===== config.mk =====
export PLATFORM = sky130hd
export DESIGN_NAME = plot_clip_buffer
export DESIGN_NICKNAME = d
export VERILOG_FILES = /design/src/rtl/plot_clip_buffer.sv
export SDC_FILE = /design/constraint.sdc
export NUM_CORES = 1
export LEC_CHECK = 0
export BUFFER_PORTS_ARGS = -buffer_cell sky130_fd_sc_hd__buf_2
export CORE_MARGIN = 4
export CORE_UTILIZATION = 54
export DETAILED_ROUTE_END_ITERATION = 12
export HOLD_SLACK_MARGIN = 0.12
export MAX_ROUTING_LAYER = met4
export PLACE_DENSITY = 0.76
export SLEW_MARGIN = 10
export SYNTH_ARGS = -nofsm -noshare
export SYNTH_HDL_FRONTEND = slang
export SYNTH_SLANG_ARGS = --single-unit
export TNS_END_PERCENT = 10

===== constraint.sdc =====
create_clock -name clk -period 4 [get_ports clk]
set_input_delay 0.6 -clock clk [delete_from_list [all_inputs] [get_ports clk]]
set_output_delay 0.6 -clock clk [all_outputs]
set_load 0.02 [all_outputs]

===== src/rtl/plot_clip_buffer.sv =====
// Clips off-screen plot requests, drops repeated pixels and buffers the rest
// for a backpressured framebuffer write port; done only once fully drained.
//
// Ports:
//   clk, rst_n                 clock, async active-low reset
//   start, in_done             job control (level start, upstream finished)
//   in_valid/in_ready          pixel request handshake (in_x, in_y, in_colour)
//   out_valid/out_ready        FIFO head handshake (out_x, out_y, out_colour)
//   done                       job complete and FIFO empty
//   plot_count, clip_count     per-job saturating counters
module plot_clip_buffer #(
  parameter int DEPTH = 8,
  parameter int X_MAX = 160,
  parameter int Y_MAX = 120,
  parameter bit DEDUP = 1'b1
) (
  input  logic        clk,
  input  logic        rst_n,
  input  logic        start,
  input  logic        in_done,
  input  logic        in_valid,
  output logic        in_ready,
  input  logic [7:0]  in_x,
  input  logic [6:0]  in_y,
  input  logic [2:0]  in_colour,
  output logic        out_valid,
  input  logic        out_ready,
  output logic [7:0]  out_x,
  output logic [6:0]  out_y,
  output logic [2:0]  out_colour,
  output logic        done,
  output logic [15:0] plot_count,
  output logic [15:0] clip_count
);

  localparam int AW = $clog2(DEPTH);
  localparam logic [8:0] XM = 9'(X_MAX);
  localparam logic [7:0] YM = 8'(Y_MAX);

  typedef struct packed {
    logic [7:0] x;
    logic [6:0] y;
    logic [2:0] c;
  } pix_t;

  typedef enum logic [1:0] {
    IDLE,
    ACTIVE,
    DRAIN,
    DONE
  } state_t;

  state_t      state;
  pix_t        mem [DEPTH];
  pix_t        in_pix;
  pix_t        head;
  pix_t        last;
  logic        last_v;
  logic [AW:0] wr_ptr;
  logic [AW:0] rd_ptr;
  logic        empty;
  logic        full;
  logic        accept;
  logic        clip;
  logic        dup;
  logic        push;
  logic        pop;

  assign in_pix = '{x: in_x, y: in_y, c: in_colour};

  // Extra pointer bit separates full from empty when the indices match.
  assign empty = (wr_ptr == rd_ptr);
  assign full  = (wr_ptr[AW] != rd_ptr[AW]) &&
                 (wr_ptr[AW-1:0] == rd_ptr[AW-1:0]);

  assign in_ready = (state == ACTIVE) && !full;
  assign accept   = in_valid && in_ready;

  assign clip = ({1'b0, in_x} >= XM) || ({1'b0, in_y} >= YM);
  assign dup  = DEDUP && last_v && (in_pix == last);
  assign push = accept && !clip && !dup;

  assign out_valid = !empty;
  assign pop       = out_valid && out_ready;

  // Head is gated so the outputs read zero whenever nothing is buffered.
  assign head       = mem[rd_ptr[AW-1:0]];
  assign out_x      = empty ? '0 : head.x;
  assign out_y      = empty ? '0 : head.y;
  assign out_colour = empty ? '0 : head.c;

  assign done = (state == DONE);

  always_ff @(posedge clk) begin
    if (push) begin
      mem[wr_ptr[AW-1:0]] <= in_pix;
    end
  end

  always_ff @(posedge clk or negedge rst_n) begin
    if (!rst_n) begin
      wr_ptr <= '0;
      rd_ptr <= '0;
    end else begin
      if (push) begin
        wr_ptr <= wr_ptr + 1'b1;
      end
      if (pop) begin
        rd_ptr <= rd_ptr + 1'b1;
      end
    end
  end

  always_ff @(posedge clk or negedge rst_n) begin
    if (!rst_n) begin
      state      <= IDLE;
      plot_count <= '0;
      clip_count <= '0;
      last       <= '0;
      last_v     <= 1'b0;
    end else begin
      unique case (state)
        IDLE: begin
          if (start) begin
            state      <= ACTIVE;
            plot_count <= '0;
            clip_count <= '0;
            last_v     <= 1'b0;
          end
        end
        ACTIVE: begin
          if (in_done) begin
            state <= DRAIN;
          end
        end
        DRAIN: begin
          if (empty) begin
            state <= DONE;
          end
        end
        DONE: begin
          if (!start) begin
            state <= IDLE;
          end
        end
        default: state <= IDLE;
      endcase

      if (accept && clip && clip_count != 16'hFFFF) begin
        clip_count <= clip_count + 16'd1;
      end
      if (push) begin
        last   <= in_pix;
        last_v <= 1'b1;
        if (plot_count != 16'hFFFF) begin
          plot_count <= plot_count + 16'd1;
        end
      end
    end
  end

endmodule


==> results of run 1 <==
-- cells by family after synthesis --
kind of cell	count (synthesis)	share of synthesized area [%]
AOI/OAI and AO/OA	59	4.88
xor gates and xnor gates	31	3.05
adders and majority gates	8	1.13
buffers and inverters	31	1.72
DFF	205	65.8
muxes	77	14.0
and+or+nand+nor	157	9.36
-- flip-flops by register name, summed over array words and instances (netlist names) --
register,cells
wr_ptr,4
last_v,1
state,2
last,18
mem,144
clip_count,16
plot_count,16
rd_ptr,4
-- final cells by class --
type / count / area, um^2 / area share [%]
sequential: 205 / 5850 / 57.0
clock buffer: 25 / 561 / 5.46
clock inverter: 13 / 150 / 1.46
inverter: 5 / 18.8 / 0.183
multi-input combinational: 332 / 2920 / 28.4
timing repair buffer: 92 / 500 / 4.87
antenna: 1 / 2.50 / 0.0244
tap: 216 / 270 / 2.63
-- worst paths after layout --
| check | cells past startpoint | startpoint | end |
|---|---|---|---|
| min reg2reg | 1 | last[7]$_DFFE_PN0N_ | last[7]$_DFFE_PN0N_ |
| max | 5 | wr_ptr[0]$_DFFE_PN0N_ | mem[5][10]$_DFFE_PP_ |
| min in group clk | 1 | in_colour[0] | mem[5][0]$_DFFE_PP_ |
| min | 1 | rst_n | clip_count[4]$_DFFE_PN0P_ |
| max in group asynchronous | 2 | rst_n | rd_ptr[0]$_DFFE_PN0P_ |
| max reg2reg | 5 | wr_ptr[0]$_DFFE_PN0N_ | mem[5][10]$_DFFE_PP_ |
-- layer usage --
| layer | routed length [um] | track usage, % | vias to the layer above |
|---|---|---|---|
| met5 | 0 | - | - |
| met4 | 444 | 5.71 | 0 |
| met3 | 852 | 3.52 | 33 |
| met2 | 9300 | 35.0 | 151 |
| met1 | 7860 | 28.3 | 2686 |
| li1 | - | - | 2395 |
-- power breakdown --
part	total, mW	internal (mW)	switching (mW)	leakage [nW]
Clock	1.99	1.20	0.792	0.344
Combinational	2.17	0.959	1.22	1.43
Sequential	2.72	2.51	0.206	2.09
Total	6.88	4.67	2.21	3.86
-- worst max-delay path, stage by stage (launching register included) --
cell	delay [ps]
dfrtp_1	650
xnor2_1	240
and4_4	210
or3_1	450
nor4_2	1040
buf_4	390
-- Yosys cell counts, types with 10 or more instances --
| cell type | count | share of area, % |
|---|---|---|
| and3_1 | 11 | 0.77 |
| edfxtp_1 | 144 | 49 |
| clkbuf_1 | 10 | 0.42 |
| xnor2_1 | 27 | 2.7 |
| nand4_1 | 11 | 0.77 |
| nor3_1 | 11 | 0.62 |
| mux4_2 | 36 | 9.1 |
| nand3_1 | 22 | 1.2 |
| o21ai_0 | 22 | 1.2 |
| nand2_1 | 27 | 1.1 |
| mux2_2 | 21 | 2.7 |
| mux2i_1 | 20 | 2.3 |
| dfrtp_1 | 61 | 17 |
| nor2_1 | 37 | 1.6 |
==> flow_metrics.py, run 1 <==
metrics = {
    "run_status": {
        "outcome": "finished clean",
    },
    "global_routing": {
        "grt_pass1_vias": 5536,
        "antenna_found_initial": 1,
        "grt_max_degree": 40,
        "gr-total-overflow": 0,
        "grt_pass1_wl_mm": 29.8,
        "grt_usage_pct": 21.4,
    },
    "floorplan": {
        "die-area_mm2": 0.0186,
        "start_util_pct": 55.6,
        "std_cell_rows": 46,
        "core_area_mm2": 0.0160,
        "chipWidth_um": 136,
        "io_pins": 77,
        "chipHeight_um": 136,
    },
    "hold_path": {
        "min_path_type": "in2async",
    },
    "timing": {
        "setup_viol": 0,
        "hold_viol": 0,
        "slew_headroom_pct": 18.6,
        "clock_skew_ps": 9.82,
        "rsz0062_at_grt": "no",
        "max_freq_mhz": 301,
        "hold_ws_ps": 199,
        "slew_viol_final": 0,
        "setup_ws_ps": 683,
        "period_needed_ps": 3320,
        "tightest_slew_ps": 1210,
        "finalCritPeriodShare_pct": 82.9,
        "setup_tns_ps": 0,
    },
    "yosys": {
        "ys_ff_latch": 205,
        "ys_warn_count": 0,
        "synth_flop_cell": "edfxtp_1",
        "syn_area_mm2": 0.00889,
        "netlist_instances": 568,
        "synth_edf_count": 144,
        "yosysSeqAreaShare_pct": 65.8,
        "syn-num-nets": 600,
        "synth_cell_types": 54,
        "async_reset_ff_share_pct": 29.8,
        "synth.avg_cell_area_um2": 15.6,
    },
    "detailed_routing": {
        "finalWirelength_mm": 18.5,
        "drc": 0,
        "wl_per_cell_um": 20.8,
        "firstDrtPassIters": 4,
        "vias": 5265,
        "first_iter_violations": 345,
        "ant_nets": 0,
        "viasPerCell": 5.92,
    },
    "clock_tree": {
        "post_cts_resized": 0,
        "cts_tree": "built",
        "clock_sinks": 205,
        "postCtsSetupRepairBufs": 0,
        "clockBufferDepth": 3,
        "clk_latency_ps": 500,
        "ctsHoldBuffers": 0,
        "cts-root-buf": "clkbuf_16",
        "cts_buffers": 21,
        "htree_levels": 1,
        "cts.clk_slew.worst_paths_ps": 60,
    },
    "placed_design": {
        "io_buffers": 76,
        "dp.final_hpwl_mm": 11.9,
        "place_area_mm2": 0.00956,
        "dpl_worst_slack_ps": 622,
        "dp.cells": 850,
        "gp_congestion": 0.878,
    },
    "layout": {
        "fillers": 1189,
        "drive_gt1_share_pct": 29.6,
        "postLayoutCellArea_mm2": 0.0103,
        "final_cell_mix": "edfxtp_1 (144), buf_2 (76), dfrtp_1 (60), nor2_1 (37), mux4_2 (36)",
        "layout_commonest_cell": "edfxtp_1",
        "post-route-util_pct": 64.2,
        "final_cells": 889,
        "area_delta_synth_final_pct": 15.6,
        "nNetsFinal": 689,
    },
    "worst_setup_path": {
        "r2r_setup_slack_ps": 680,
        "cp-end-kind": "register",
        "crit_type": "reg2reg",
        "cp_max_fo": 11,
        "start_kind": "register",
        "cp_data_required_time_ps": 4180,
        "crit_arrival_ps": 3500,
    },
    "power": {
        "power.leakage_nw": 3.86,
        "p_total_mw": 6.88,
        "peakVddDrop_v": 0.000399,
        "powerDensity_mw_per_mm2": 670,
    },
    "flow_run": {
        "cap_violations": 0,
    },
}
Note: power is estimated with default switching activity, not from simulation.
==> run 2: changes to the inputs <==
- ABC_AREA: unset -> 1
- CORE_UTILIZATION: 54 -> 60
- PLACE_DENSITY: 0.76 -> 0.8
- clock period: 4 -> 3.4 ns (I/O delays scaled with it)
==> run 2 against run 1 <==
- cell count increased by 43%
- global-route usage increased by 4.6 points
- count of clock-buffer cells in the layout increased by 4
- cell area increased by 5.1%
- combinational power increased by 33%
- die area decreased by 3.0%
- clock skew increased by 1.8 ps
- power increased by 18%
- largest power group unchanged
- worst setup slack got worse by 360 ps
==> flow_metrics.py, run 2 <==
metrics = {
    "run_status": {
        "outcome": "finished clean",
    },
    "detailed_routing": {
        "finalWirelength_mm": 22.4,
        "vias": 7301,
        "wl_per_cell_um": 17.6,
        "viasPerCell": 5.73,
        "drc": 0,
        "ant_nets": 0,
        "first_iter_violations": 582,
        "firstDrtPassIters": 6,
    },
    "global_routing": {
        "gr-total-overflow": 0,
        "grt_usage_pct": 26.0,
        "met1_usage_pct": 35.9,
        "grt_pass1_vias": 7044,
        "use_met2_pct": 40.9,
        "grt_busiest_layer": "met2",
        "grt_pass1_wl_mm": 36.4,
        "grt_use_met3_pct": 2.85,
        "grt_max_degree": 74,
        "antenna_found_initial": 0,
    },
    "yosys": {
        "netlist_instances": 974,
        "yosys.area.top_type": "edfxtp_1",
        "ys_top_cells_by_area": "edfxtp_1 (45%), dfrtp_1 (16%), nand2_1 (7.1%)",
        "synthTopCellsByCount": "nand2_1 (181), nor2_1 (163), edfxtp_1 (144), o21ai_0 (102), nand3_1 (77)",
        "synth.avg_cell_area_um2": 9.81,
        "yosysSeqAreaShare_pct": 61.2,
        "syn_area_mm2": 0.00956,
        "syn-num-nets": 1006,
        "synth_edf_count": 144,
        "async_reset_ff_share_pct": 29.8,
        "synth_top_cell_area_share_pct": 45.2,
        "ys_ff_latch": 205,
        "ys_warn_count": 0,
        "yosysMostFrequentCell": "nand2_1",
        "synth_cell_types": 36,
        "synth_flop_cell": "edfxtp_1",
    },
    "floorplan": {
        "start_util_pct": 62.0,
        "chipWidth_um": 134,
        "die-area_mm2": 0.0180,
        "std_cell_rows": 45,
        "io_pins": 77,
        "chipHeight_um": 134,
        "core_area_mm2": 0.0154,
    },
    "clock_tree": {
        "htree_levels": 1,
        "cts.clk_slew.worst_paths_ps": 60,
        "postCtsSetupRepairBufs": 0,
        "cts_tree": "built",
        "clock_sinks": 205,
        "ctsHoldBuffers": 0,
        "cts-root-buf": "clkbuf_16",
        "clockBufferDepth": 3,
        "clk_latency_ps": 500,
        "post_cts_resized": 0,
        "cts_buffers": 21,
    },
    "power": {
        "peakVddDrop_v": 0.000487,
        "powerDensity_mw_per_mm2": 754,
        "switching_power_mw": 3.08,
        "p_sw_share_pct": 37.9,
        "power.leakage_nw": 4.48,
        "pwr-share-seq_pct": 38.8,
        "internal_power_mw": 5.06,
        "power_frac_comb_pct": 35.3,
        "pwr-share-clk_pct": 25.9,
    },
    "layout": {
        "drive_gt1_share_pct": 16.3,
        "nNetsFinal": 1081,
        "post-route-util_pct": 70.0,
        "largest_register_ffs": 144,
        "final_cell_mix": "nand2_1 (181), nor2_1 (155), edfxtp_1 (144), o21ai_0 (102), nand3_1 (77)",
        "multi_input_comb_area_mm2": 0.00325,
        "final_cells": 1274,
        "num_antenna_cells": 0,
        "seq_area_mm2": 0.00585,
        "fillers": 1193,
        "area_delta_synth_final_pct": 13.0,
        "layout_commonest_cell": "nand2_1",
    },
    "timing": {
        "setup_viol": 0,
        "slew_viol_final": 0,
        "tightest_slew_ps": 907,
        "max_freq_mhz": 325,
        "rsz0062_at_grt": "no",
        "period_needed_ps": 3080,
        "slew_headroom_pct": 39.5,
        "setup_tns_ps": 0,
        "clock_skew_ps": 11.6,
        "hold_viol": 0,
        "finalCritPeriodShare_pct": 90.6,
    },
    "hold_path": {
        "min_path_type": "in2async",
    },
    "placed_design": {
        "io_buffers": 76,
        "dp.final_hpwl_mm": 13.9,
        "gp_congestion": 0.932,
        "dp.cells": 1237,
    },
    "worst_setup_path": {
        "start_kind": "register",
        "crit_type": "reg2out",
        "crit_slowest_cell": "nand4_1",
        "timing.critical_path.buf_inv": 4,
        "critPathMaxStageDelay_ps": 450,
        "cp_data_required_time_ps": 2890,
        "cp-end-kind": "primary output",
        "cp_max_fo": 15,
        "path_delay_family": "buffers and inverters",
        "critical_path.cell_chain": "buf_4, inv_1, nand2_1, nand2_1, nand4_1, buf_4, o21ai_0, nor2_1, buf_2",
        "crit_arrival_ps": 2570,
    },
    "flow_run": {
        "cap_violations": 0,
    },
}
run 2: changes by cell type after synthesis, moves of 21 or more:
cell	previous run	this run
inv_1	5	54
o22ai_1	0	36
nand3_1	22	77
nand2_1	27	181
mux2_2	21	0
o21ai_0	22	102
nor2_1	37	163
mux4_2	36	0
run 2: power groups by stage:
stage | Sequential (mW) | Combinational (mW) | Clock (mW)
floorplan | 3.16 | 2.00 | 0
global placement | 3.18 | 2.80 | 0
detailed placement | 3.20 | 2.85 | 0
CTS | 3.15 | 2.87 | 2.15
global route | 3.19 | 3.20 | 2.26
finish | 3.16 | 2.88 | 2.11
run 2: final timing paths:
kind | cells after the start | to | startpoint | slack, ps
setup / recovery | 9 | out_x[5] | rd_ptr[1]$_DFFE_PN0P_ | 320
hold reg to reg | 2 | last[9]$_DFFE_PN0N_ | last[9]$_DFFE_PN0N_ | 470
min in group clk | 3 | rd_ptr[3]$_DFFE_PN0P_ | out_ready | 320
setup reg to reg | 10 | mem[5][11]$_DFFE_PP_ | rd_ptr[1]$_DFFE_PN0P_ | 800
max in group asynchronous | 2 | plot_count[0]$_DFF_PN0_ | rst_n | 2470
hold / removal | 1 | clip_count[11]$_DFFE_PN0P_ | rst_n | 140
run 2: worst register-to-register path: cells and delay by family (launching register included):
family,cells,cell delay (ps)
flops,1,440
simple gates,7,1240
buf+inv,3,610
run 2: metrics by stage:
stage	hold WS [ps]	setup WS (ps)	power (mW)	cell area (um^2)
global placement	455	825	5.98	10200
finish	141	321	8.14	10800
floorplan	214	834	5.16	9560
detailed placement	458	772	6.05	10200
global route	221	164	8.65	10800
CTS	166	365	8.17	10800
run 2: cell families after synthesis:
group	share of synthesized area (%)
compound gates	8.61
xor+xnor	2.57
fa+ha+maj	1.05
buf+inv	5.01
flops	61.2
simple gates	21.6
run 2: final cells by class:
type                       instances  share of cell area [%]
timing repair buffer             101                    5.26
tap                              211                    2.44
clock inverter                     8                   0.660
sequential                       205                    54.2
inverter                          64                    2.22
multi-input combinational        656                    30.1
clock buffer                      29                    5.14
run 2: per-layer routing:
metal / routed length [um] / up-vias / share of wire, %
li1: - / 3454 / -
met1: 9450 / 3426 / 42
met2: 10400 / 358 / 46
met3: 1840 / 63 / 8.2
met4: 747 / 0 / 3.3
met5: 0 / - / 0
==> run 3: changes to the inputs <==
- REMOVE_ABC_BUFFERS: unset -> 1
==> run 3 against run 2 <==
- die area stayed put
- sequential power hardly changed
- via count is 1.6% lower
- core utilization is 0.11 points lower
- critical path type unchanged
- largest cell class unchanged
- largest power group unchanged
==> flow_metrics.py, run 3 (synthesis results as in run 2) <==
metrics = {
    "run_status": {
        "outcome": "finished clean",
    },
    "floorplan": {
        "chipHeight_um": 134,
        "start_util_pct": 62.0,
        "core_area_mm2": 0.0154,
        "io_pins": 77,
        "std_cell_rows": 45,
        "chipWidth_um": 134,
        "die-area_mm2": 0.0180,
    },
    "worst_setup_path": {
        "start_kind": "register",
        "cp_data_required_time_ps": 2890,
        "crit_arrival_ps": 2430,
        "cp_max_fo": 20,
        "critPathMaxStageDelay_ps": 560,
        "cp-end-kind": "primary output",
        "crit_slowest_cell": "clkinv_1",
        "critical_path.cell_chain": "buf_4, clkinv_1, o21ai_0, nor2_1, buf_2",
        "crit_type": "reg2out",
        "path_delay_family": "buffers and inverters",
        "timing.critical_path.buf_inv": 3,
    },
    "clock_tree": {
        "post_cts_resized": 0,
        "cts_buffers": 21,
        "clock_sinks": 205,
        "clockBufferDepth": 3,
        "cts-root-buf": "clkbuf_16",
        "cts_tree": "built",
        "clk_latency_ps": 490,
        "cts.clk_slew.worst_paths_ps": 60,
        "htree_levels": 1,
    },
    "layout": {
        "final_cell_mix": "nand2_1 (181), nor2_1 (155), edfxtp_1 (144), o21ai_0 (102), nand3_1 (77)",
        "largest_register_ffs": 144,
        "nNetsFinal": 1076,
        "layout_commonest_cell": "nand2_1",
        "num_antenna_cells": 0,
        "area_delta_synth_final_pct": 12.8,
        "fillers": 1168,
        "postLayoutCellArea_mm2": 0.0108,
        "drive_gt1_share_pct": 15.9,
    },
    "placed_design": {
        "dp.final_hpwl_mm": 13.5,
        "place_area_mm2": 0.0101,
        "io_buffers": 76,
        "dpl_worst_slack_ps": 594,
        "gp_congestion": 0.897,
    },
    "timing": {
        "slew_headroom_pct": 21.5,
        "period_needed_ps": 2940,
        "finalCritPeriodShare_pct": 86.5,
        "setup_viol": 0,
        "slew_viol_final": 0,
        "max_freq_mhz": 340,
        "tightest_slew_ps": 1180,
        "clock_skew_ps": 8.30,
        "rsz0062_at_grt": "no",
        "hold_viol": 0,
        "setup_ws_ps": 460,
    },
    "global_routing": {
        "antenna_found_initial": 0,
        "grt_max_degree": 75,
        "grt_usage_pct": 25.2,
        "gr-total-overflow": 0,
        "grt_pass1_wl_mm": 35.8,
        "grt_pass1_vias": 6963,
    },
    "hold_path": {
        "min_path_type": "in2reg",
    },
    "flow_run": {
        "cap_violations": 0,
    },
    "detailed_routing": {
        "ant_nets": 0,
        "viasPerCell": 5.66,
        "firstDrtPassIters": 5,
        "wl_per_cell_um": 17.2,
        "first_iter_violations": 722,
        "drc": 0,
        "vias": 7187,
        "finalWirelength_mm": 21.8,
    },
    "power": {
        "power.leakage_nw": 4.46,
        "peakVddDrop_v": 0.000469,
        "p_total_mw": 8.17,
        "powerDensity_mw_per_mm2": 758,
    },
}
[run 3: changes by cell type in the layout (fill, tap and decap cells not counted), sizes merged]
cell / delta
clkbuf: +1
dlygate4sd3: +1
inv: +2
clkinv: -1
clkinvlp: -1
buf: -6
[run 3: per-stage QoR]
step	std cells	utilization, %	hold WS, ps	TNS (ps)
3_3_place_gp	1231	65.7	454	0
4_1_cts	1270	69.9	299	0
2_1_floorplan	925	-	214	-282850
5_1_grt	1270	69.9	339	0
6_report	1270	69.9	309	0
3_5_place_dp	1231	65.7	464	0
[run 3: repair_timing]
item                                   4_1_cts  5_1_grt
endpoints found under the hold margin        6        0
buffers inserted                             0        0
hold buffers                                 1        0
[run 3: final cells by class]
cell class              count  area (um^2)  area share (%)
clock buffers              30          569            5.28
clock inverters             8         76.3           0.708
inverters                  64          240            2.23
multi-input cells         656         3250            30.1
flip-flops and latches    205         5850            54.3
well taps                 211          264            2.45
repair buffers             96          533            4.94
[run 3: where the power goes]
part	switching, mW	internal [mW]
Clock	0.930	1.25
Combinational	1.96	0.904
Sequential	0.202	2.92
Total	3.09	5.08
[run 3: final timing paths]
path	slack, ps	cells past startpoint	from	endpoint
max	460	5	rd_ptr[2]$_DFFE_PN0P_	out_y[1]
max in group asynchronous	1880	3	rst_n	plot_count[3]$_DFF_PN0_
min	310	3	out_ready	rd_ptr[3]$_DFFE_PN0P_
min in group asynchronous	630	2	rst_n	clip_count[5]$_DFFE_PN0P_
min reg2reg	480	2	last[11]$_DFFE_PN0N_	last[11]$_DFFE_PN0N_
max reg2reg	890	8	wr_ptr[0]$_DFFE_PN0N_	mem[3][2]$_DFFE_PP_
[run 3: metal layers]
layer  GRT usage (%)  wire [um]
met4            6.39        371
met1            34.2       9130
met2            41.0      10700
met3            3.26       1600
met5               -          0
[run 3: worst min-delay path, delay by kind of cell]
family        cells  cell delay (ps)
buf+inv           1              100
simple gates      2              150
